--- src/rtl/mac_ex_sequencer.sv ---
// Multi-cycle EX-stage sequencer for MAC-type instructions.
// Runs a fixed-latency shift-add multiply into a private accumulator.
module mac_ex_sequencer #(
    parameter int WIDTH     = 32,
    parameter int ACC_WIDTH = 64
) (
    input  logic             Clk_In,
    input  logic             Reset_n_In,
    input  logic             Start_In,
    input  logic             Flush_In,
    input  logic [31:0]      Inst_In,
    input  logic [WIDTH-1:0] Operand_A_val_In,
    input  logic [WIDTH-1:0] Operand_B_val_In,
    output logic             Stall_Out,
    output logic             Done_Out,
    output logic [31:0]      Result_Out,
    output logic [31:0]      Inst_Out,
    output logic             Ovf_Out
);

    localparam int CW = (WIDTH > 1) ? $clog2(WIDTH) : 1;

    typedef enum logic [1:0] {
        S_IDLE,
        S_MUL,
        S_ACC,
        S_DONE
    } state_e;

    state_e               state_q, state_d;
    logic [WIDTH-1:0]     a_q, a_d;
    logic [WIDTH-1:0]     b_q, b_d;
    logic [CW-1:0]        cnt_q, cnt_d;
    logic [ACC_WIDTH-1:0] prod_q, prod_d;
    logic [ACC_WIDTH-1:0] acc_q, acc_d;
    logic                 ovf_q, ovf_d;
    logic [31:0]          res_q, res_d;
    logic [31:0]          inst_q, inst_d;
    logic [ACC_WIDTH:0]   sum;
    logic [2:0]           funct3;

    assign funct3 = Inst_In[14:12];
    // One extra bit catches the accumulator carry-out
    assign sum = {1'b0, acc_q} + {1'b0, prod_q};

    always_comb begin
        state_d = state_q;
        a_d     = a_q;
        b_d     = b_q;
        cnt_d   = cnt_q;
        prod_d  = prod_q;
        acc_d   = acc_q;
        ovf_d   = ovf_q;
        res_d   = res_q;
        inst_d  = inst_q;
        case (state_q)
            S_IDLE: begin
                if (Start_In && !Flush_In) begin
                    inst_d  = Inst_In;
                    a_d     = Operand_A_val_In;
                    b_d     = Operand_B_val_In;
                    state_d = S_DONE;
                    case (funct3)
                        3'b000: begin
                            state_d = S_MUL;
                            prod_d  = '0;
                            cnt_d   = '0;
                        end
                        3'b001: begin
                            acc_d = '0;
                            ovf_d = 1'b0;
                            res_d = '0;
                        end
                        3'b010:  res_d = acc_q[31:0];
                        default: res_d = '0;
                    endcase
                end
            end
            S_MUL: begin
                if (Flush_In) begin
                    state_d = S_IDLE;
                end else begin
                    if (b_q[0])
                        prod_d = prod_q + (ACC_WIDTH'(a_q) << cnt_q);
                    b_d   = b_q >> 1;
                    cnt_d = cnt_q + CW'(1);
                    if (cnt_q == CW'(WIDTH - 1))
                        state_d = S_ACC;
                end
            end
            S_ACC: begin
                if (Flush_In) begin
                    state_d = S_IDLE;
                end else begin
                    acc_d   = sum[ACC_WIDTH-1:0];
                    res_d   = sum[31:0];
                    state_d = S_DONE;
                    if (sum[ACC_WIDTH])
                        ovf_d = 1'b1;
                end
            end
            default: state_d = S_IDLE;
        endcase
    end

    always_ff @(posedge Clk_In or negedge Reset_n_In) begin
        if (!Reset_n_In) begin
            state_q <= S_IDLE;
            a_q     <= '0;
            b_q     <= '0;
            cnt_q   <= '0;
            prod_q  <= '0;
            acc_q   <= '0;
            ovf_q   <= 1'b0;
            res_q   <= '0;
            inst_q  <= '0;
        end else begin
            state_q <= state_d;
            a_q     <= a_d;
            b_q     <= b_d;
            cnt_q   <= cnt_d;
            prod_q  <= prod_d;
            acc_q   <= acc_d;
            ovf_q   <= ovf_d;
            res_q   <= res_d;
            inst_q  <= inst_d;
        end
    end

    assign Stall_Out  = ((state_q == S_IDLE) && Start_In && !Flush_In)
                      || (state_q == S_MUL) || (state_q == S_ACC);
    assign Done_Out   = (state_q == S_DONE);
    assign Result_Out = res_q;
    assign Inst_Out   = inst_q;
    assign Ovf_Out    = ovf_q;

endmodule
--- config.mk ---
export PLATFORM = sky130hd
export DESIGN_NAME = mac_ex_sequencer
export DESIGN_NICKNAME = d
export VERILOG_FILES = /design/src/rtl/mac_ex_sequencer.sv
export SDC_FILE = /design/constraint.sdc
export NUM_CORES = 1
export LEC_CHECK = 0
export CAP_MARGIN = 15
export CORE_MARGIN = 4
export CORE_UTILIZATION = 55
export CTS_CLUSTER_SIZE = 12
export DETAILED_ROUTE_END_ITERATION = 8
export PLACE_DENSITY = 0.85
export SLEW_MARGIN = 5
export SYNTH_ARGS = -nofsm -noshare
export SYNTH_HDL_FRONTEND = slang
export SYNTH_SLANG_ARGS = --single-unit
--- constraint.sdc ---
create_clock -name Clk_In -period 5.4 [get_ports Clk_In]
set_input_delay 1.62 -clock Clk_In [delete_from_list [all_inputs] [get_ports Clk_In]]
set_output_delay 1.62 -clock Clk_In [all_outputs]
set_load 0.005 [all_outputs]
==> reports/qor.yml, run 1 <==
synthSimpleGateAreaFrac: 0.153
cts.sinks: 264
async_flop_share: 1.00
r2r_cells: 18
hold_viol: 0
endpoint: "Stall_Out"
arrival_ps: 3260
avgRoutedWirePerCell_um: 19.9
synth_xor_area_frac: 0.0496
area_growth_pct: 13.7
ir_drop_v: 0.000393
r2r_slack_ps: 600
fin_area_um2: 22700
swShare: 0.475
grt_pass1_wl_mm: 92.2
met2WireLength_mm: 25.0
status: "finished, final reports clean"
grt_overflow: 0
power_frac_seq: 0.241
avgSynthCellArea_um2: 8.60
gp_congestion: 0.988
routed_via_density: 6.29
reg2reg_from: "cnt_q[0]"
drt_wl_total_mm: 56.6
synth_cell_type_count: 87
die-area_um2: 39400
syn_nets: 2552
holdBufCountCts: 0
cts_made_buffers: 29
finalCritPeriodShare: 0.904
path_class: "input port to output port"
post-layout-total-power_mw: 13.0
synth_fa_ha_area_frac: 0.0829
final_cells: 2849
io_buffers: 166
seqCellArea_um2: 6610
grt_pass1_vias: 17599
diodes: 0
hp-class: "flop to flop"
m1WireLength_mm: 24.3
dr.pass1.iters: 6
drc_errors: 0
synth_warnings: 0
dp_hpwl_mm: 42.6
post_cts_resized: 0
clockRootBuffer: "clkbuf_16"
place_inst: 2802
endpoint_kind: "output port"
dr_wl_met3_mm: 4.79
cp.required_ps: 3780
final_layout_size_suffix_gt1_frac: 0.0938
power.switching_mw: 6.19
synth_area_um2: 20000
synth_seq_cells: 264
vias: 17928
fmax_ghz: 0.205
slew_headroom: 0.272
ant_nets: 0
top_layer_used: "met4"
clkPwrFrac: 0.148
setup.worst_path.start_class: "input port"
setup_tns_ps: 0
grtUsageTotal: 0.284
initial_core_util: 0.560
postCtsSetupBuffers: 0
final_common_cell: "nand2_1"
nNetsFinal: 2603
antenna_found_initial: 0
synth_compound_area_frac: 0.235
p_per_area_nw_per_um2: 574
io_pins: 167
chipHeight_um: 199
synth-edff-count: 0
hp-start: "Result_Out[28]"
startpoint: "Flush_In"
synth_flop_cell: "dfrtp_1"
worst_r2r_endpoint: "prod_q[60]"
syn_inst: 2321
power_frac_comb: 0.610
synth_top_family_by_area: "compound AO/OA/AOI/OAI gates"
intPower_mw: 6.85
place_area_um2: 21800
cts_tree: "yes"
leakage_nw: 9.93
final_cell_mix: "nand2_1 (332), dfrtp_1 (263), o21ai_0 (246)"
finalMaxSlewViolations: 0
multiInputGateArea_um2: 12600
clk_latency_ps: 560
min_period_ps: 4880
drv_cap: 0
rsz0062_at_grt: "false"
drt_iter0_markers: 1756
cts_buffer_depth: 3
setup_viol: 0
tightest_slew_ps: 1090
finClkSkew_ps: 16.5
crit_fanout: 8
ys_seq_area_frac: 0.331
rows: 69
synth_mux_area_frac: 0.108
grt_max_degree: 105
fill_cells: 2807
die_w_um: 199
htreeDepth: 1
clkTransAtPathRegs_ps: 60
design.core.area_um2: 35700
-- critical path, stage by stage --
cell,delay [ps]
clkdlybuf4s50_1,670
inv_1,130
a211oi_1,270
nor2_1,100
clkdlybuf4s50_1,460
-- through the flow --
stage                     hold WS, ps   util  worst slack (ps)
after floorplan                   450      -               952
after global placement            461  0.611               587
after detailed placement          470  0.611               570
after CTS                         483  0.637               550
after global routing              496  0.637               371
final                             475  0.637               520
-- layout make-up --
cell class	instances	share of cell area
flip-flops and latches	264	0.291
repair buffers	186	0.0817
clock buffers	37	0.0355
inverters	43	0.00711
clock inverters	10	0.00457
multi-input cells	1848	0.555
well taps	461	0.0254
-- registers in the layout, indices dropped and copies added, names as in the netlist --
| signal | flops |
|---|---|
| acc_q | 64 |
| b_q | 32 |
| Result_Out | 32 |
| cnt_q | 5 |
| Inst_Out | 32 |
| a_q | 32 |
| Ovf_Out | 1 |
| state_q | 2 |
| prod_q | 64 |
-- synth_stat cells, drive strengths merged, types with 4 or more instances --
library cell,n,share of area
mux4,18,0.020
o2111ai,4,0.0018
and3,15,0.0047
o21ai,263,0.067
and4,4,0.0018
xnor2,63,0.028
and2,15,0.0048
nand3,24,0.0060
a22o,7,0.0031
nor4,5,0.0016
a21boi,8,0.0032
nand2b,15,0.0047
or3,14,0.0044
o22ai,20,0.0066
or2,5,0.0016
o21a,16,0.0060
buf,40,0.0092
ha,129,0.081
a211oi,18,0.0073
nand2,332,0.062
mux2i,73,0.037
a32o,4,0.0020
o41ai,5,0.0039
or4,5,0.0019
xor2,50,0.022
a221oi,9,0.0039
a21o,75,0.028
nand4,49,0.016
o21bai,26,0.0098
nor2,147,0.028
o31ai,25,0.011
nor2b,19,0.0060
nor3,25,0.0065
a22oi,14,0.0053
mux2,90,0.051
a221o,6,0.0030
o211ai,11,0.0044
a31oi,18,0.0071
dfrtp,264,0.33
clkbuf,126,0.024
a21oi,188,0.049
inv,42,0.0079
-- power by group through the flow --
stage	Sequential (mW)	Combinational (mW)	Clock, mW
floorplan	2.88	5.97	0
global route	3.22	8.68	2.05
finish	3.15	7.96	1.93
detailed placement	3.15	7.72	0
CTS	3.13	7.78	1.96
global placement	3.11	7.54	0
-- layer usage --
metal | track usage | vias to the layer above
met5 | 0 | -
met4 | 0.117 | 0
met3 | 0.0540 | 146
met2 | 0.444 | 795
met1 | 0.390 | 8473
li1 | - | 8514
-- how the worst min path moves through the flow --
| stage | end | slack, ps | cells after the start |
|---|---|---|---|
| 2_1_floorplan | b_q[10] | 450 | 2 |
| 4_1_cts | Result_Out[0] | 480 | 2 |
| 5_1_grt | Result_Out[28] | 500 | 2 |
| 6_report | Result_Out[28] | 480 | 2 |
| 3_3_place_gp | b_q[26] | 460 | 2 |
| 3_5_place_dp | Result_Out[0] | 470 | 2 |
-- cells by family (layout without fill, tap and decap cells) --
family	count (synthesis)	after routing
xor gates and xnor gates	113	113
adders and majority gates	131	131
and+or+nand+nor	680	680
AOI/OAI and AO/OA	743	743
DFF	264	264
muxes	181	181
buffers and inverters	209	276
Power figures use the tool's default switching activity.
==> inputs of run 2 (changes only) <==
--- a/config.mk
+++ b/config.mk
@@ -5,12 +5,13 @@
 export SDC_FILE = /design/constraint.sdc
 export NUM_CORES = 1
 export LEC_CHECK = 0
+export ABC_AREA = 1
 export CAP_MARGIN = 15
 export CORE_MARGIN = 4
 export CORE_UTILIZATION = 55
 export CTS_CLUSTER_SIZE = 12
 export DETAILED_ROUTE_END_ITERATION = 8
-export PLACE_DENSITY = 0.85
+export PLACE_DENSITY = 0.84
 export SLEW_MARGIN = 5
 export SYNTH_ARGS = -nofsm -noshare
 export SYNTH_HDL_FRONTEND = slang
==> run 2 against run 1 <==
Compared with the run above: setup slack gained 210 ps; sequential power grew 14%; count of clock-buffer cells in the layout grew 4; synthesized cell count grew 65%; cell area grew 17%; combinational power grew 7.2%; critical endpoint unchanged; highest routed layer unchanged.
==> reports/qor.yml, run 2 <==
status: "finished, final reports clean"  # unchanged
clkPwrFrac: 0.160  # was 0.148
endpoint_kind: "output port"  # unchanged
cp.required_ps: 3780  # about the same
avgRoutedWirePerCell_um: 16.9  # was 19.9 um
synth_flop_cell: "dfrtp_1"  # unchanged
antenna_found_initial: 0  # unchanged
design.core.area_um2: 41300  # was 35,700 um^2
rsz0062_at_grt: "false"  # unchanged
gp_congestion: 1.05  # was 0.988
grt_max_degree: 84  # was 105
avgSynthCellArea_um2: 6.05  # was 8.60 um^2
drv_cap: 0  # unchanged
ir_drop_v: 0.000401  # was 0.000393 V
synth_warnings: 0  # unchanged
htreeDepth: 1  # unchanged
syn_nets: 4066  # was 2,552
area_growth_pct: 14.0  # was 13.7%
synth_top_area_share: 0.285  # was 0.331
critical_path_depth: 5  # unchanged
diodes: 0  # unchanged
io_pins: 167  # unchanged
final_cells: 4509  # was 2,849
grt_pass1_vias: 23184  # was 17,599
nNetsFinal: 4186  # was 2,603
setup_viol: 0  # unchanged
synth_cell_type_count: 39  # was 87
critPathMaxStageDelay_ps: 530  # was 670 ps
swShare: 0.494  # was 0.475
clkTransAtPathRegs_ps: 60  # about the same
p_per_area_nw_per_um2: 545  # was 574 nW/um^2
dr.pass1.iters: 5  # was 6
power.switching_mw: 7.13  # was 6.19 mW
grt_overflow: 0  # unchanged
min_period_ps: 4670  # was 4880 ps
startpoint: "Flush_In"  # unchanged
hold_viol: 0  # unchanged
place_inst: 4453  # was 2,802
async_flop_share: 1.00  # unchanged
endpoint: "Stall_Out"  # unchanged
chipHeight_um: 213  # was 199 um
clk_latency_ps: 600  # was 560 ps
finClkSkew_ps: 16.8  # was 16.5 ps
io_buffers: 166  # unchanged
post_cts_resized: 0  # unchanged
ys_top_cells_by_area: "dfrtp_1 (28%), nand2_1 (24%), inv_1 (9.6%)"  # was dfrtp_1 (33%), ha_1 (8.1%), nand2_1 (6.2%)
ant_nets: 0  # unchanged
intPower_mw: 7.30  # was 6.85 mW
setup.worst_path.start_class: "input port"  # unchanged
synth_seq_cells: 264  # unchanged
yosysMostFrequentCell: "nand2_1"  # unchanged
leakage_nw: 14.6  # was 9.93 nW
slowest_stage: "clkdlybuf4s50_1"  # unchanged
cts_tree: "yes"  # unchanged
slew_headroom: 0.251  # was 0.272
hp-start: "acc_q[38]"  # was Result_Out[28]
final_layout_size_suffix_gt1_frac: 0.0427  # was 0.0938
drc_errors: 0  # unchanged
hp-class: "flop to flop"  # unchanged
synth-edff-count: 0  # unchanged
die-area_um2: 45500  # was 39,400 um^2
holdBufCountCts: 0  # unchanged
arrival_ps: 3050  # was 3260 ps
final_common_cell: "nand2_1"  # unchanged
drt_iter0_markers: 2518  # was 1,756
fmax_ghz: 0.214  # was 0.205 GHz
grt_pass1_wl_mm: 120  # was 92.2 mm
fin_ws_ps: 726  # was 520 ps
dp_hpwl_mm: 61.0  # was 42.6 mm
ys_seq_area_frac: 0.285  # was 0.331
finalCritPeriodShare: 0.866  # was 0.904
cp_num_buf_inv: 3  # unchanged
die_w_um: 213  # was 199 um
cts.sinks: 264  # unchanged
power_frac_comb: 0.591  # was 0.610
syn_inst: 3835  # was 2,321
ys_top_cells_by_count: "nand2_1 (1,469), inv_1 (594), nor2_1 (334), dfrtp_1 (264)"  # was nand2_1 (332), dfrtp_1 (264), o21ai_0 (246), a21oi_1 (179), nor2_1 (147)
worstPathCellList: "clkdlybuf4s50_1, inv_1, nand2_1, a21oi_1, clkdlybuf4s50_1"  # was clkdlybuf4s50_1, inv_1, a211oi_1, nor2_1, clkdlybuf4s50_1
power_frac_seq: 0.249  # was 0.241
tightest_slew_ps: 1120  # was 1090 ps
largestRegisters: "acc_q x64, prod_q x64"  # unchanged
cts_buffer_depth: 3  # unchanged
reg2reg_from: "cnt_q[1]"  # was cnt_q[0]
r2r_slack_ps: 860  # was 600 ps
crit_fanout: 6  # was 8
pre_cts_slack_ps: 748  # was 570 ps
path_class: "input port to output port"  # unchanged
crit_family: "buffers and inverters"  # unchanged
clockRootBuffer: "clkbuf_16"  # unchanged
setup_tns_ps: 0  # unchanged
postCtsSetupBuffers: 0  # unchanged
r2r_cells: 18  # unchanged
cp_common_cell: "clkdlybuf4s50_1"  # unchanged
drt_wl_total_mm: 76.1  # was 56.6 mm
initial_core_util: 0.562  # was 0.560
routed_via_density: 5.51  # was 6.29
vias: 24836  # was 17,928
synth_area_um2: 23200  # was 20,000 um^2
worst_r2r_endpoint: "prod_q[50]"  # was prod_q[60]
cts_made_buffers: 31  # was 29
grtUsageTotal: 0.331  # was 0.284
yosys.area.top_type: "dfrtp_1"  # unchanged
finalMaxSlewViolations: 0  # unchanged
rows: 74  # was 69
whs_ps: 487  # was 475 ps
final_cell_mix: "nand2_1 (1,467), inv_1 (594), nor2_1 (333)"  # was nand2_1 (332), dfrtp_1 (263), o21ai_0 (246)
run 2: area by class of cell:
type / count / area [um^2]
Clock buffer: 41 / 873
Clock inverter: 14 / 238
Fill cell: 3929 / 14800
Inverter: 601 / 2260
Multi-Input combinational cell: 2872 / 13900
Sequential cell: 264 / 6610
Tap cell: 532 / 666
Timing Repair Buffer: 185 / 1870
run 2: tightest hold or removal path, stage by stage, from the launching register on:
cell and delay (ps):
dfrtp_1 340, nand2_1 50, nand2_1 60
run 2: kinds of logic (layout without fill, tap and decap cells):
logic type,count (synthesis),after routing,synth area share
simple gates,2137,2137,0.371
fa+ha+maj,131,131,0.0713
buf+inv,699,841,0.115
compound gates,529,529,0.122
flops,264,264,0.285
xor+xnor,6,6,0.00226
mux,69,69,0.0330
run 2: through the flow:
| step | area (um^2) | power (mW) | util |
|---|---|---|---|
| 6_report | 26500 | 14.4 | 0.641 |
| 5_1_grt | 26500 | 15.6 | 0.641 |
| 4_1_cts | 26400 | 14.2 | 0.640 |
| 3_5_place_dp | 25300 | 11.9 | 0.613 |
| 3_3_place_gp | 25300 | 11.7 | 0.613 |
| 2_1_floorplan | 23200 | 9.06 | - |
run 2: power groups by stage:
stage | combinational (mW) | sequential [mW] | clock (mW)
finish | 8.53 | 3.59 | 2.31
global route | 9.50 | 3.67 | 2.41
CTS | 8.35 | 3.56 | 2.33
detailed placement | 8.29 | 3.58 | 0
floorplan | 5.77 | 3.30 | 0
global placement | 8.15 | 3.54 | 0
run 2: worst min path at each step:
stage                           end  slack [ps]  cells after the start
after global placement    acc_q[59]         470                      2
final                     acc_q[38]         490                      2
after floorplan           acc_q[35]         450                      2
after global routing      acc_q[55]         510                      2
after CTS                 acc_q[55]         490                      2
after detailed placement  acc_q[59]         470                      2
run 2: metal layers:
layer | track usage | vias up | share of wire
li1 | - | 12327 | -
met1 | 0.449 | 11244 | 0.41
met2 | 0.547 | 1078 | 0.46
met3 | 0.0399 | 187 | 0.088
met4 | 0.126 | 0 | 0.044
met5 | 0 | - | 0
==> inputs of run 3 (changes only) <==
--- a/config.mk
+++ b/config.mk
@@ -9,6 +9,7 @@
 export CAP_MARGIN = 15
 export CORE_MARGIN = 4
 export CORE_UTILIZATION = 55
+export CTS_CLUSTER_DIAMETER = 120
 export CTS_CLUSTER_SIZE = 12
 export DETAILED_ROUTE_END_ITERATION = 8
 export PLACE_DENSITY = 0.84
==> run 3 against run 2 <==
Compared with the run above: combinational power hardly changed; count of clock-buffer cells in the layout is 16 lower; core utilization is 1.2 points lower; critical path type unchanged; first-iteration DRC count is 3.6% lower; critical path depth stayed put; fmax hardly changed; largest power group unchanged; clock power is 32% lower; setup slack worse by 1.6 ps.
==> reports/qor.yml, run 3 (synthesis results as in run 2) <==
avgRoutedWirePerCell_um: 16.8  # was 16.9 um
grt_pass1_vias: 22810  # was 23,184
rows: 74  # unchanged
pre_cts_slack_ps: 748  # unchanged
min_period_ps: 4680  # was 4670 ps
diodes: 0  # unchanged
utilization: 0.629  # was 0.641
largestRegisters: "acc_q x64, prod_q x64"  # unchanged
fmax_ghz: 0.214  # about the same
cts_made_buffers: 25  # was 31
vias: 24747  # was 24,836
leakage_nw: 14.4  # was 14.6 nW
fin_ws_ps: 724  # was 726 ps
setup_viol: 0  # unchanged
io_buffers: 166  # unchanged
cts_tree: "yes"  # unchanged
drc_errors: 0  # unchanged
clkTransAtPathRegs_ps: 60  # about the same
finalCritPeriodShare: 0.866  # about the same
ant_nets: 0  # unchanged
ir_drop_v: 0.000370  # was 0.000401 V
crit_fanout: 6  # unchanged
slew_headroom: 0.273  # was 0.251
finalMaxSlewViolations: 0  # unchanged
holdBufCountCts: 0  # unchanged
area_growth_pct: 11.9  # was 14.0%
grt_overflow: 0  # unchanged
status: "finished, final reports clean"  # unchanged
reg2reg_from: "cnt_q[1]"  # unchanged
io_pins: 167  # unchanged
final_cells: 4479  # was 4,509
startpoint: "Flush_In"  # unchanged
tightest_slew_ps: 1090  # was 1120 ps
grtUsageTotal: 0.328  # was 0.331
arrival_ps: 3060  # was 3050 ps
die_w_um: 213  # unchanged
antenna_found_initial: 0  # unchanged
endpoint_kind: "output port"  # unchanged
nNetsFinal: 4180  # was 4,186
clockRootBuffer: "clkbuf_16"  # unchanged
final_layout_size_suffix_gt1_frac: 0.0365  # was 0.0427
dr.pass1.iters: 6  # was 5
final_cell_mix: "nand2_1 (1,467), inv_1 (594), nor2_1 (333)"  # unchanged
setup.worst_path.start_class: "input port"  # unchanged
chipHeight_um: 213  # unchanged
clk_latency_ps: 570  # was 600 ps
design.core.area_um2: 41300  # unchanged
whs_ps: 484  # was 487 ps
grt_pass1_wl_mm: 119  # was 120 mm
p_per_area_nw_per_um2: 527  # was 545 nW/um^2
path_class: "input port to output port"  # unchanged
gp_congestion: 1.05  # unchanged
cp.required_ps: 3780  # about the same
finClkSkew_ps: 19.7  # was 16.8 ps
post_cts_resized: 0  # unchanged
htreeDepth: 1  # unchanged
cts.sinks: 264  # unchanged
hp-class: "flop to flop"  # unchanged
postCtsSetupBuffers: 0  # unchanged
cts_buffer_depth: 3  # unchanged
hp-start: "acc_q[63]"  # was acc_q[38]
place_inst: 4453  # unchanged
drt_iter0_markers: 2428  # was 2,518
routed_via_density: 5.53  # was 5.51
hold_viol: 0  # unchanged
drv_cap: 0  # unchanged
final_common_cell: "nand2_1"  # unchanged
dp_hpwl_mm: 61.0  # unchanged
grt_max_degree: 84  # unchanged
rsz0062_at_grt: "false"  # unchanged
drt_wl_total_mm: 75.3  # was 76.1 mm
die-area_um2: 45500  # unchanged
r2r_slack_ps: 840  # was 860 ps
setup_tns_ps: 0  # unchanged
initial_core_util: 0.562  # unchanged
## run 3: cell count changes in the layout (fill, tap and decap cells not counted)
| cell | change |
|---|---|
| bufinv_16 | -6 |
| clkinvlp_4 | -1 |
| clkinv_2 | -3 |
| clkbuf_8 | -6 |
| inv_6 | -1 |
| clkbuf_1 | -4 |
| clkinv_4 | -3 |
| clkbuf_16 | -6 |
## run 3: critical path, cell delays in order
cell and delay, ps:
clkdlybuf4s50_1 430, inv_1 220, nand2_1 90, a21oi_1 170
clkdlybuf4s50_1 530
## run 3: routing by layer
layer	global-route usage	wire length, um	vias up
met5	0	0	-
met4	0.121	3330	0
met3	0.0375	5830	180
met2	0.540	34000	1035
met1	0.450	32200	11226
li1	-	-	12306
## run 3: cell type report
class,instances,area (um^2)
clock buffer,25,626
fill,3989,15300
inverter,601,2260
multi-input combinational,2872,13900
sequential,264,6610
tap,532,666
timing repair buffer,185,1870
## run 3: final timing paths
kind	depth (start not counted)	end
max	5	Stall_Out
min	2	acc_q[63]
max in group asynchronous	2	prod_q[52]
min reg2reg	2	acc_q[63]
max reg2reg	18	prod_q[58]
min in group asynchronous	1	Result_Out[12]
## run 3: per-stage QoR
step	power, mW	instance area (um^2)
2_1_floorplan	9.06	23200
3_3_place_gp	11.7	25300
3_5_place_dp	11.9	25300
4_1_cts	13.5	25900
5_1_grt	14.8	26000
6_report	13.7	26000
## run 3: power breakdown
part	leakage, nW	internal, mW	switching [mW]
Combinational	10.7	3.05	5.46
Clock	0.308	0.810	0.775
Sequential	3.39	2.83	0.754
